$ cat src/rtl/regfile_pkg.sv
// Shared types and default widths for the register-file write arbiter.
// RF_DATA_W / RF_ADDR_W are the default values of the DATA_W / ADDR_W parameters.
package regfile_pkg;

  localparam int unsigned RF_DATA_W = 32;
  localparam int unsigned RF_ADDR_W = 5;

  // One register-file write request at the default widths.
  typedef struct packed {
    logic                 valid;
    logic [RF_ADDR_W-1:0] addr;
    logic [RF_DATA_W-1:0] dat;
  } wr_req_t;

  typedef enum logic {
    ARB_RUN   = 1'b0,
    ARB_STALL = 1'b1
  } arb_state_e;

endpackage

$ cat src/rtl/regfile_wr_fifo.sv
// Holding FIFO for multiply/divide results waiting for the register-file write port.
// Each entry carries a valid bit that a matching WB write clears (kill), so a stale
// MD result never overwrites a newer WB value. Optional kill count output under
// WRITE_ARB_STATS_EN.
module regfile_wr_fifo
  import regfile_pkg::*;
#(
  parameter int unsigned DATA_W = RF_DATA_W,
  parameter int unsigned ADDR_W = RF_ADDR_W,
  parameter int unsigned DEPTH  = 2,
  localparam int unsigned PW    = $clog2(DEPTH),
  localparam int unsigned KW    = $clog2(DEPTH + 2)
) (
  input  logic              clk_i,
  input  logic              rst_ni,
  input  logic              push_i,
  input  logic [ADDR_W-1:0] push_reg_i,
  input  logic [DATA_W-1:0] push_dat_i,
  input  logic              pop_i,
  input  logic              kill_en_i,
  input  logic [ADDR_W-1:0] kill_reg_i,
  output logic              full_o,
  output logic              empty_o,
  output logic              head_live_o,
  output logic [ADDR_W-1:0] head_reg_o,
  output logic [DATA_W-1:0] head_dat_o
`ifdef WRITE_ARB_STATS_EN
  ,
  output logic [KW-1:0]     kill_cnt_o
`endif
);

  logic [DEPTH-1:0]  used_q, used_d;
  logic [DEPTH-1:0]  vld_q, vld_d;
  logic [ADDR_W-1:0] reg_q [DEPTH];
  logic [DATA_W-1:0] dat_q [DEPTH];
  logic [PW-1:0]     wr_ptr_q, rd_ptr_q;
  logic [DEPTH-1:0]  match;
  logic              push, pop, push_live;

  // Entries are contiguous from rd_ptr, so the write slot is occupied only when full.
  assign empty_o   = ~used_q[rd_ptr_q];
  assign full_o    = used_q[wr_ptr_q];
  assign push      = push_i & ~full_o;
  assign pop       = pop_i & ~empty_o;
  assign push_live = ~(kill_en_i && (push_reg_i == kill_reg_i));

  // Kill-match against every stored destination register.
  always_comb begin
    match = '0;
    for (int unsigned i = 0; i < DEPTH; i++) begin
      match[i] = kill_en_i && (reg_q[i] == kill_reg_i);
    end
  end

  // A head killed this cycle is reported dead so it pops without using the port.
  assign head_live_o = used_q[rd_ptr_q] & vld_q[rd_ptr_q] & ~match[rd_ptr_q];
  assign head_reg_o  = reg_q[rd_ptr_q];
  assign head_dat_o  = dat_q[rd_ptr_q];

  // Next occupancy / valid bits: kill, then pop, then push into the free slot.
  always_comb begin
    used_d = used_q;
    vld_d  = vld_q & ~match;
    if (pop) begin
      used_d[rd_ptr_q] = 1'b0;
      vld_d[rd_ptr_q]  = 1'b0;
    end
    if (push) begin
      used_d[wr_ptr_q] = 1'b1;
      vld_d[wr_ptr_q]  = push_live;
    end
  end

`ifdef WRITE_ARB_STATS_EN
  // Entries newly killed this cycle, including a push killed on arrival.
  always_comb begin
    kill_cnt_o = '0;
    for (int unsigned i = 0; i < DEPTH; i++) begin
      if (used_q[i] && vld_q[i] && match[i]) kill_cnt_o = kill_cnt_o + 1'b1;
    end
    if (push && !push_live) kill_cnt_o = kill_cnt_o + 1'b1;
  end
`endif

  // Storage and pointer registers.
  always_ff @(posedge clk_i or negedge rst_ni) begin
    if (!rst_ni) begin
      used_q   <= '0;
      vld_q    <= '0;
      wr_ptr_q <= '0;
      rd_ptr_q <= '0;
      for (int unsigned i = 0; i < DEPTH; i++) begin
        reg_q[i] <= '0;
        dat_q[i] <= '0;
      end
    end else begin
      used_q <= used_d;
      vld_q  <= vld_d;
      if (push) begin
        reg_q[wr_ptr_q] <= push_reg_i;
        dat_q[wr_ptr_q] <= push_dat_i;
        wr_ptr_q        <= wr_ptr_q + 1'b1;
      end
      if (pop) rd_ptr_q <= rd_ptr_q + 1'b1;
    end
  end

endmodule

$ cat src/rtl/regfile_write_arbiter.sv
// Shares the register-file write port between WB (always wins) and buffered MD results.
// An MD head blocked for MAX_WAIT cycles raises Stall_Req until it drains.
// Optional statistics outputs (Stat_Blocked, Stat_Kills) when WRITE_ARB_STATS_EN is defined.
module regfile_write_arbiter
  import regfile_pkg::*;
#(
  parameter int unsigned DATA_W     = RF_DATA_W,
  parameter int unsigned ADDR_W     = RF_ADDR_W,
  parameter int unsigned FIFO_DEPTH = 2,
  parameter int unsigned MAX_WAIT   = 4
) (
  input  logic              Clk,
  input  logic              Rst_n,
  input  logic              Wb_Valid,
  input  logic [ADDR_W-1:0] Wb_Reg,
  input  logic [DATA_W-1:0] Wb_Dat,
  input  logic              Md_Valid,
  output logic              Md_Ready,
  input  logic [ADDR_W-1:0] Md_Reg,
  input  logic [DATA_W-1:0] Md_Dat,
  output logic              Stall_Req,
  output logic              Reg_Write,
  output logic [ADDR_W-1:0] Write_Reg,
  output logic [DATA_W-1:0] Write_Dat
`ifdef WRITE_ARB_STATS_EN
  ,
  output logic [15:0]       Stat_Blocked,
  output logic [7:0]        Stat_Kills
`endif
);

  localparam int unsigned WW = $clog2(MAX_WAIT + 1);
  localparam int unsigned KW = $clog2(FIFO_DEPTH + 2);

  logic              fifo_full, fifo_empty, head_live;
  logic [ADDR_W-1:0] head_reg;
  logic [DATA_W-1:0] head_dat;
  logic              md_push, md_grant, pop, blocked;
  logic [WW-1:0]     wait_q, wait_d;
  arb_state_e        state_q, state_d;
  logic              reg_write_q, reg_write_d;
  logic [ADDR_W-1:0] write_reg_q, write_reg_d;
  logic [DATA_W-1:0] write_dat_q, write_dat_d;

  assign Md_Ready = ~fifo_full;
  assign md_push  = Md_Valid & ~fifo_full;
  // A dead (killed) head pops immediately; a live head pops only when WB is idle.
  assign md_grant = ~Wb_Valid & head_live;
  assign pop      = ~fifo_empty & (~head_live | ~Wb_Valid);
  assign blocked  = Wb_Valid & head_live;

`ifdef WRITE_ARB_STATS_EN
  logic [KW-1:0] kill_cnt;
`endif

  regfile_wr_fifo #(
    .DATA_W (DATA_W),
    .ADDR_W (ADDR_W),
    .DEPTH  (FIFO_DEPTH)
  ) u_fifo (
    .clk_i       (Clk),
    .rst_ni      (Rst_n),
    .push_i      (md_push),
    .push_reg_i  (Md_Reg),
    .push_dat_i  (Md_Dat),
    .pop_i       (pop),
    .kill_en_i   (Wb_Valid),
    .kill_reg_i  (Wb_Reg),
    .full_o      (fifo_full),
    .empty_o     (fifo_empty),
    .head_live_o (head_live),
    .head_reg_o  (head_reg),
    .head_dat_o  (head_dat)
`ifdef WRITE_ARB_STATS_EN
    ,
    .kill_cnt_o  (kill_cnt)
`endif
  );

  // Wait counter: cycles the live head loses to WB, saturating at MAX_WAIT.
  always_comb begin
    wait_d = wait_q;
    if (fifo_empty || pop) wait_d = '0;
    else if (blocked && (wait_q < WW'(MAX_WAIT))) wait_d = wait_q + 1'b1;
  end

  // FSM state register.
  always_ff @(posedge Clk or negedge Rst_n) begin
    if (!Rst_n) begin
      state_q <= ARB_RUN;
      wait_q  <= '0;
    end else begin
      state_q <= state_d;
      wait_q  <= wait_d;
    end
  end

  // FSM next state; uses the updated count so the stall starts right after the last blocked cycle.
  always_comb begin
    state_d = state_q;
    case (state_q)
      ARB_RUN:   if (wait_d == WW'(MAX_WAIT)) state_d = ARB_STALL;
      ARB_STALL: if (pop) state_d = ARB_RUN;
      default:   state_d = ARB_RUN;
    endcase
  end

  // FSM output.
  always_comb begin
    Stall_Req = (state_q == ARB_STALL);
  end

  // Write-port selection; register 0 consumes the slot without enabling the write.
  always_comb begin
    reg_write_d = 1'b0;
    write_reg_d = write_reg_q;
    write_dat_d = write_dat_q;
    if (Wb_Valid) begin
      reg_write_d = (Wb_Reg != '0);
      write_reg_d = Wb_Reg;
      write_dat_d = Wb_Dat;
    end else if (md_grant) begin
      reg_write_d = (head_reg != '0);
      write_reg_d = head_reg;
      write_dat_d = head_dat;
    end
  end

  // Registered write port.
  always_ff @(posedge Clk or negedge Rst_n) begin
    if (!Rst_n) begin
      reg_write_q <= 1'b0;
      write_reg_q <= '0;
      write_dat_q <= '0;
    end else begin
      reg_write_q <= reg_write_d;
      write_reg_q <= write_reg_d;
      write_dat_q <= write_dat_d;
    end
  end

  assign Reg_Write = reg_write_q;
  assign Write_Reg = write_reg_q;
  assign Write_Dat = write_dat_q;

`ifdef WRITE_ARB_STATS_EN
  logic [15:0] stat_blocked_q;
  logic [7:0]  stat_kills_q;
  logic [8:0]  kills_sum;

  assign kills_sum = {1'b0, stat_kills_q} + 9'(kill_cnt);

  // Saturating statistics counters.
  always_ff @(posedge Clk or negedge Rst_n) begin
    if (!Rst_n) begin
      stat_blocked_q <= '0;
      stat_kills_q   <= '0;
    end else begin
      if (!fifo_empty && Wb_Valid && (stat_blocked_q != '1)) stat_blocked_q <= stat_blocked_q + 1'b1;
      stat_kills_q <= kills_sum[8] ? '1 : kills_sum[7:0];
    end
  end

  assign Stat_Blocked = stat_blocked_q;
  assign Stat_Kills   = stat_kills_q;
`endif

endmodule

$ cat config.mk
export PLATFORM = sky130hd
export DESIGN_NAME = regfile_write_arbiter
export DESIGN_NICKNAME = d
export VERILOG_FILES = /design/src/rtl/regfile_pkg.sv /design/src/rtl/regfile_wr_fifo.sv /design/src/rtl/regfile_write_arbiter.sv
export SDC_FILE = /design/constraint.sdc
export NUM_CORES = 1
export LEC_CHECK = 0
export ABC_AREA = 1
export BUFFER_PORTS_ARGS = -buffer_cell sky130_fd_sc_hd__buf_2
export CORE_MARGIN = 2
export CORE_UTILIZATION = 23
export CTS_CLUSTER_SIZE = 20
export DETAILED_ROUTE_END_ITERATION = 10
export GPL_ROUTABILITY_DRIVEN = 0
export PLACE_DENSITY = 0.42
export SYNTH_ARGS = -nofsm -noshare
export SYNTH_HDL_FRONTEND = slang
export SYNTH_HIERARCHICAL = 1
export SYNTH_SLANG_ARGS = --single-unit
$ cat constraint.sdc
create_clock -name Clk -period 4.2 [get_ports Clk]
set_input_delay 0.84 -clock Clk [delete_from_list [all_inputs] [get_ports Clk]]
set_output_delay 0.84 -clock Clk [all_outputs]
set_load 0.005 [all_outputs]
==> results of run 1 <==
final timing paths:
check	from	end	slack, ps
min in group asynchronous	Rst_n	Write_Dat[30]	520
setup / recovery	Wb_Valid	Write_Dat[4]	1690
max in group asynchronous	Rst_n	u_fifo/dat_q[37]	2900
hold / removal	u_fifo/dat_q[36]	u_fifo/dat_q[36]	480
hold reg to reg	u_fifo/dat_q[36]	u_fifo/dat_q[36]	480
setup reg to reg	u_fifo/rd_ptr_q	Reg_Write	1960
state kept, by name, summed over array words and instances (netlist names):
| name | flops |
|---|---|
| u_fifo/wr_ptr_q | 1 |
| wait_q | 3 |
| Reg_Write | 1 |
| Write_Reg | 5 |
| u_fifo/vld_q | 2 |
| u_fifo/dat_q | 64 |
| u_fifo/rd_ptr_q | 1 |
| Write_Dat | 32 |
| u_fifo/used_q | 2 |
| u_fifo/reg_q | 10 |
| Stall_Req | 1 |
metrics by stage:
stage	std cells	setup slack [ps]	instance area (um2)	power, W
2_1_floorplan	734	2110	5690	0.00289
3_3_place_gp	1147	1280	6520	0.00335
6_report	1179	1690	7170	0.00491
4_1_cts	1179	1640	7170	0.00500
5_1_grt	1179	1410	7170	0.00531
3_5_place_dp	1147	1200	6520	0.00336
worst max-delay path, stage by stage:
cell	delay, ps
buf_2	470
o21ai_0	180
nor2_1	140
nand3_1	100
nor2_1	100
nor2_1	110
nor2_4	290
buf_4	390
nand2_1	100
nand3_1	100
power groups by stage:
stage | sequential [W] | combinational (W) | clock, W
final | 0.00190 | 0.00139 | 0.00161
after global routing | 0.00197 | 0.00164 | 0.00171
after CTS | 0.00190 | 0.00144 | 0.00165
after detailed placement | 0.00192 | 0.00144 | 0
after global placement | 0.00192 | 0.00142 | 0
after floorplan | 0.00184 | 0.00105 | 0
routing by layer:
layer / vias up / GRT usage, %
met5: - / 0
met4: 4 / 4.67
met3: 19 / 2.82
met2: 86 / 20.6
met1: 2230 / 17.4
li1: 2491 / -
area by class of cell:
class	count	area, um2	share of cell area [%]
flip-flops and latches	122	3050	42.6
clock buffers	22	494	6.89
well taps	324	405	5.65
clock inverters	10	163	2.27
multi-input cells	508	2150	29.9
inverters	67	251	3.51
repair buffers	126	659	9.19
cells in the mapped netlist:
cell type	instances	area (um2)
dfrtp_1	122	3050
nor2_4	1	11.3
inv_2	2	7.51
buf_2	9	45.0
o22ai_1	2	12.5
ha_1	1	12.5
nor2_1	27	101
and3_1	1	6.26
nand2_1	332	1250
xor2_1	2	17.5
buf_4	4	30.0
a21oi_1	3	15.0
nor2_2	2	12.5
nor3_1	1	5.00
nand2_2	2	12.5
nand3_1	41	205
clkbuf_1	11	41.3
nand4_1	1	6.26
nand3_2	2	20.0
o21ai_1	33	165
buf_6	11	124
inv_1	65	244
o21ai_0	57	285
clkbuf_2	2	10.0
cells by family (layout without fill, tap and decap cells):
family | count (synthesis) | after routing | synth area share (%)
fa+ha+maj | 1 | 1 | 0.220
xor+xnor | 2 | 2 | 0.308
flops | 122 | 122 | 53.7
simple gates | 410 | 410 | 28.6
compound gates | 95 | 95 | 8.40
buf+inv | 104 | 225 | 8.82
==> flow_summary.yaml, run 1 <==
cts:
  cts_buffers: 17
  clock_path_buffers: 2
  post_cts_buffers: 0
  post_cts_resized: 0
  ctsHtreeMaxLevel: 4
  cts_hold_buf: 0
  cts_sinks: 122
  clk_pin_slew_ps: 60
  cts_tree: "yes"
  clk_latency_ps: 420
  cts_root_buffer: "clkbuf_16"
critical_path:
  start_kind: "input port"
  crit_type: "input port to flop"
  critPathArrivalTime_ps: 2850
  crit_fanout: 26
  critPathCaptureType: "flop"
  cp.required_ps: 4550
  reg2reg_depth: 11
global_routing:
  antenna_found_initial: 2
  grt_pass1_vias: 4928
  grt_overflow: 0
  gr-usage-all-layers_pct: 13.0
  grt_pass1_wl_mm: 26.2
  grt_max_degree: 95
pwr:
  clockPowerShare_pct: 32.8
  internal_power_w: 0.00321
  comb_power_share_pct: 28.4
  switching_share_pct: 34.6
  p_seq_share_pct: 38.8
  p_leak_nw: 3.84
  peakVddDrop_mv: 0.268
  switchingPower_w: 0.00170
  p_per_area_nw_per_um2: 684
yosys:
  avgSynthCellArea_um2: 7.75
  yosysWarnings: 6
  ys_seq_area_share_pct: 53.7
  synthCells: 734
  synth_fp_nets: 813
  synth-seq-cells: 122
  netlist_area_um2: 5690
  yosys.cell_types.count: 24
hold_path:
  hold_depth: 2
  hp-class: "flop to flop"
timing:
  hold_slack_ps: 482
  hold_viol: 0
  drv_slew: 0
  fmax_mhz: 399
  setup-tns-final_ps: 0
  rsz0062_at_grt: "false"
  finalCritPeriodShare_pct: 59.7
  tightest_slew_ps: 1110
  maxSlewHeadroom_pct: 25.9
  finalSetupViolations: 0
  finClkSkew_ps: 8.61
  period_minus_slack_ps: 2510
detailed_routing:
  avgViaCountPerCell: 4.10
  drc_errors: 0
  wl_per_cell_um: 13.4
  m1WireLength_mm: 7.97
  wl_met2_mm: 7.07
  drt-initial-drc-count: 242
  drtPass1Iterations: 4
  met3_length_um: 532
  wirelength_mm: 15.9
  antenna_left: 0
  routed.top_layer: "met5"
  vias: 4830
final_layout:
  mostFrequentLayoutCell: "nand2_1"
  antenna_cells: 0
  drive_gt1_share_pct: 19.8
  area_growth_pct: 26.1
  finish.net_count: 921
  post-route-util_pct: 29.5
  fill_cells: 2686
  layout_common_cells: "nand2_1, dfrtp_1, buf_2"
die:
  core_um2: 24300
  initial_core_util_pct: 23.4
  io-pin-count: 118
  die_w_um: 161
  dieArea_um2: 26000
  fp-row-count: 57
  die_h_um: 161
placed_design:
  hpwlAfterDp_mm: 10.5
  numPortBuffers: 117
status:
  outcome: "completed"
flow_run:
  max_cap_viol_count: 0
Note: power is estimated with default switching activity, not from simulation.
==> run 2, diff against run 1 <==
--- a/config.mk
+++ b/config.mk
@@ -5,14 +5,14 @@
 export SDC_FILE = /design/constraint.sdc
 export NUM_CORES = 1
 export LEC_CHECK = 0
-export ABC_AREA = 1
+export ABC_AREA = 0
 export BUFFER_PORTS_ARGS = -buffer_cell sky130_fd_sc_hd__buf_2
 export CORE_MARGIN = 2
 export CORE_UTILIZATION = 23
 export CTS_CLUSTER_SIZE = 20
 export DETAILED_ROUTE_END_ITERATION = 10
 export GPL_ROUTABILITY_DRIVEN = 0
-export PLACE_DENSITY = 0.42
+export PLACE_DENSITY = 0.43
 export SYNTH_ARGS = -nofsm -noshare
 export SYNTH_HDL_FRONTEND = slang
 export SYNTH_HIERARCHICAL = 1
==> constraint.sdc (replaced) <==
create_clock -name Clk -period 2.1 [get_ports Clk]
set_input_delay 0.42 -clock Clk [delete_from_list [all_inputs] [get_ports Clk]]
set_output_delay 0.42 -clock Clk [all_outputs]
set_load 0.005 [all_outputs]
==> run 2 against run 1 <==
Against the previous run: sequential cell count is the same; sequential power up 110%; global-route usage down 1.7 points; via count decreased by 21%; clock skew rose by 1.5 ps; combinational power increased to 2.9 times the previous value; cell count down 23%; critical path type is now flop to flop; largest cell class unchanged.
==> flow_summary.yaml, run 2 <==
final_layout:
  largest_register_ff_count: 64
  ff_latch_area_um2: 3050
  multi_input_area_um2: 2520
  fill_cells: 2462
  layout_common_cells: "dfrtp_1, buf_2, mux2_2"
  top_register: "u_fifo/dat_q"
  area_growth_pct: 30.9
  mostFrequentLayoutCell: "dfrtp_1"
  post-route-util_pct: 30.8
  finish.net_count: 654
  drive_gt1_share_pct: 49.7
  antenna_cells: 0
critical_path:
  start_kind: "flop"
  critPathCaptureType: "flop"
  crit_type: "flop to flop"
  critPathArrivalTime_ps: 2210
  crit_path_cell_trace: "xor2_1 > nor4_2 > and3_4 > o22ai_4 > buf_4 > buf_12 > mux2i_1 > o21ai_1"
  slowest_delay_ps: 410
  cp.required_ps: 2360
  worst_path_max_delay_cell: "dfrtp_1"
  crit_fanout: 10
timing:
  tightest_slew_ps: 636
  period_minus_slack_ps: 1950
  fmax_mhz: 513
  maxSlewHeadroom_pct: 57.6
  finalSetupViolations: 0
  finalCritPeriodShare_pct: 92.8
  finClkSkew_ps: 10.2
  hold_viol: 0
  rsz0062_at_grt: "false"
  drv_slew: 0
cts:
  post_cts_buffers: 0
  clock_path_buffers: 2
  clk_pin_slew_ps: 60
  cts_tree: "yes"
  ctsHtreeMaxLevel: 4
  clk_latency_ps: 410
  cts_buffers: 17
  cts_sinks: 122
  cts_root_buffer: "clkbuf_16"
yosys:
  synthTopCellsByArea: "dfrtp_1, mux2_2, mux2_4"
  synthCells: 439
  synth_edf_count: 0
  synth_most_common_cell: "dfrtp_1"
  yosysWarnings: 6
  synthArstFlopShare_pct: 100
  synth_flop_cell: "dfrtp_1"
  yosys.area.top_type: "dfrtp_1"
  ys_seq_area_share_pct: 53.1
  avgSynthCellArea_um2: 13.1
  synth-seq-cells: 122
  yosys.cell_types.count: 28
  synth_top_area_share_pct: 53.1
  synth_commonest_cells: "dfrtp_1, mux2_2, nand2_1"
  netlist_area_um2: 5750
  synth_fp_nets: 518
pwr:
  switchingPower_w: 0.00328
  internal_power_w: 0.00795
  clockPowerShare_pct: 29.2
  p_leak_nw: 3.38
  comb_power_share_pct: 35.9
  switching_share_pct: 29.2
  p_per_area_nw_per_um2: 1490
  finalPower_w: 0.0112
  peakVddDrop_mv: 0.473
  p_seq_share_pct: 34.9
hold_path:
  hp-class: "input port to flop"
global_routing:
  grt_pass1_vias: 4209
  gr-usage-all-layers_pct: 11.2
  grt_pass1_wl_mm: 22.7
  grt_max_degree: 65
  grt_overflow: 0
  antenna_found_initial: 0
detailed_routing:
  drt-initial-drc-count: 162
  vias: 3818
  wl_per_cell_um: 15.4
  met3_length_um: 428
  m1WireLength_mm: 6.49
  drc_errors: 0
  wl_met2_mm: 6.98
  routed.top_layer: "met4"
  avgViaCountPerCell: 4.19
  wirelength_mm: 14.1
  drtPass1Iterations: 4
  antenna_left: 0
placed_design:
  hpwlAfterDp_mm: 9.73
  numPortBuffers: 117
status:
  outcome: "completed"
die:
  io-pin-count: 118
  fp-row-count: 57
  dieArea_um2: 26300
  core_um2: 24500
  die_h_um: 162
  initial_core_util_pct: 23.5
  die_w_um: 162
flow_run:
  max_cap_viol_count: 0
run 2: cell types whose count changed after synthesis, sizes merged, moves of 3 or more:
cell    change
nor2       -24
xor2       +11
clkbuf      -8
nand2     -286
nand3b      +4
o21ai      -49
nand3      -39
inv        -65
xnor2       +3
mux2i      +39
mux2      +112
nor4        +3
run 2: worst paths after layout:
kind	from	endpoint	slack (ps)	cells past startpoint
max in group asynchronous	Rst_n	u_fifo/dat_q[39]	940	3
max reg2reg	u_fifo/reg_q[2]	Write_Dat[10]	150	8
min	Wb_Dat[24]	Write_Dat[24]	230	3
min reg2reg	u_fifo/dat_q[26]	u_fifo/dat_q[26]	500	1
max	u_fifo/reg_q[2]	Write_Dat[10]	150	8
min in group asynchronous	Rst_n	Write_Dat[28]	520	2
run 2: power groups by stage:
stage               registers [W]  clock network (W)  logic [W]
floorplan                 0.00379                  0    0.00299
global placement          0.00390                  0    0.00403
detailed placement        0.00395                  0    0.00410
CTS                       0.00392            0.00341    0.00411
global route              0.00405            0.00353    0.00440
finish                    0.00392            0.00328    0.00403
run 2: logic make-up (layout without fill, tap and decap cells):
family,Yosys count,in the layout,synth area share (%)
xor gates and xnor gates,16,16,2.44
buffers and inverters,29,178,3.59
adders and majority gates,1,1,0.218
muxes,151,151,30.7
DFF,122,122,53.1
and+or+nand+nor,73,73,5.79
AOI/OAI and AO/OA,47,47,4.20
run 2: critical path: cells and delay by family, from the launching register on:
kind	cells	cell delay, ps
XOR/XNOR	1	180
AND/OR/NAND/NOR	2	530
multiplexers	1	170
flip-flops	1	410
buffers and inverters	2	350
AO/OA/AOI/OAI	2	160
run 2: metal layers:
metal	GRT usage, %	up-vias
met5	0	-
met4	4.18	0
met3	2.63	8
met2	19.0	68
met1	14.0	1924
li1	-	1818
run 2: stage by stage:
stage          setup WS (ps)  setup TNS (ps)  cells  hold WS, ps  instance area, um2
6_report                 150               0    912          227                7530
5_1_grt                 17.7               0    912          204                7530
4_1_cts                 57.5               0    912          200                7510
3_5_place_dp           -65.5            -516    879          420                6840
3_3_place_gp            1.56               0    879          409                6840
2_1_floorplan           87.1               0    439          124                5750
run 2: layout make-up:
type / instances / share of cell area [%]
inverter: 2 / 0.0998
tap: 324 / 5.39
clock buffer: 21 / 6.25
multi-input combinational: 288 / 33.4
sequential: 122 / 40.6
clock inverter: 11 / 2.54
timing repair buffer: 144 / 11.7
run 2: repair_timing:
| action | CTS | global route |
|---|---|---|
| hold endpoints to repair | 31 | 0 |
| gates resized for setup | 0 | 2 |
| setup endpoints to repair | 0 | 36 |
| hold buffers | 1 | 0 |
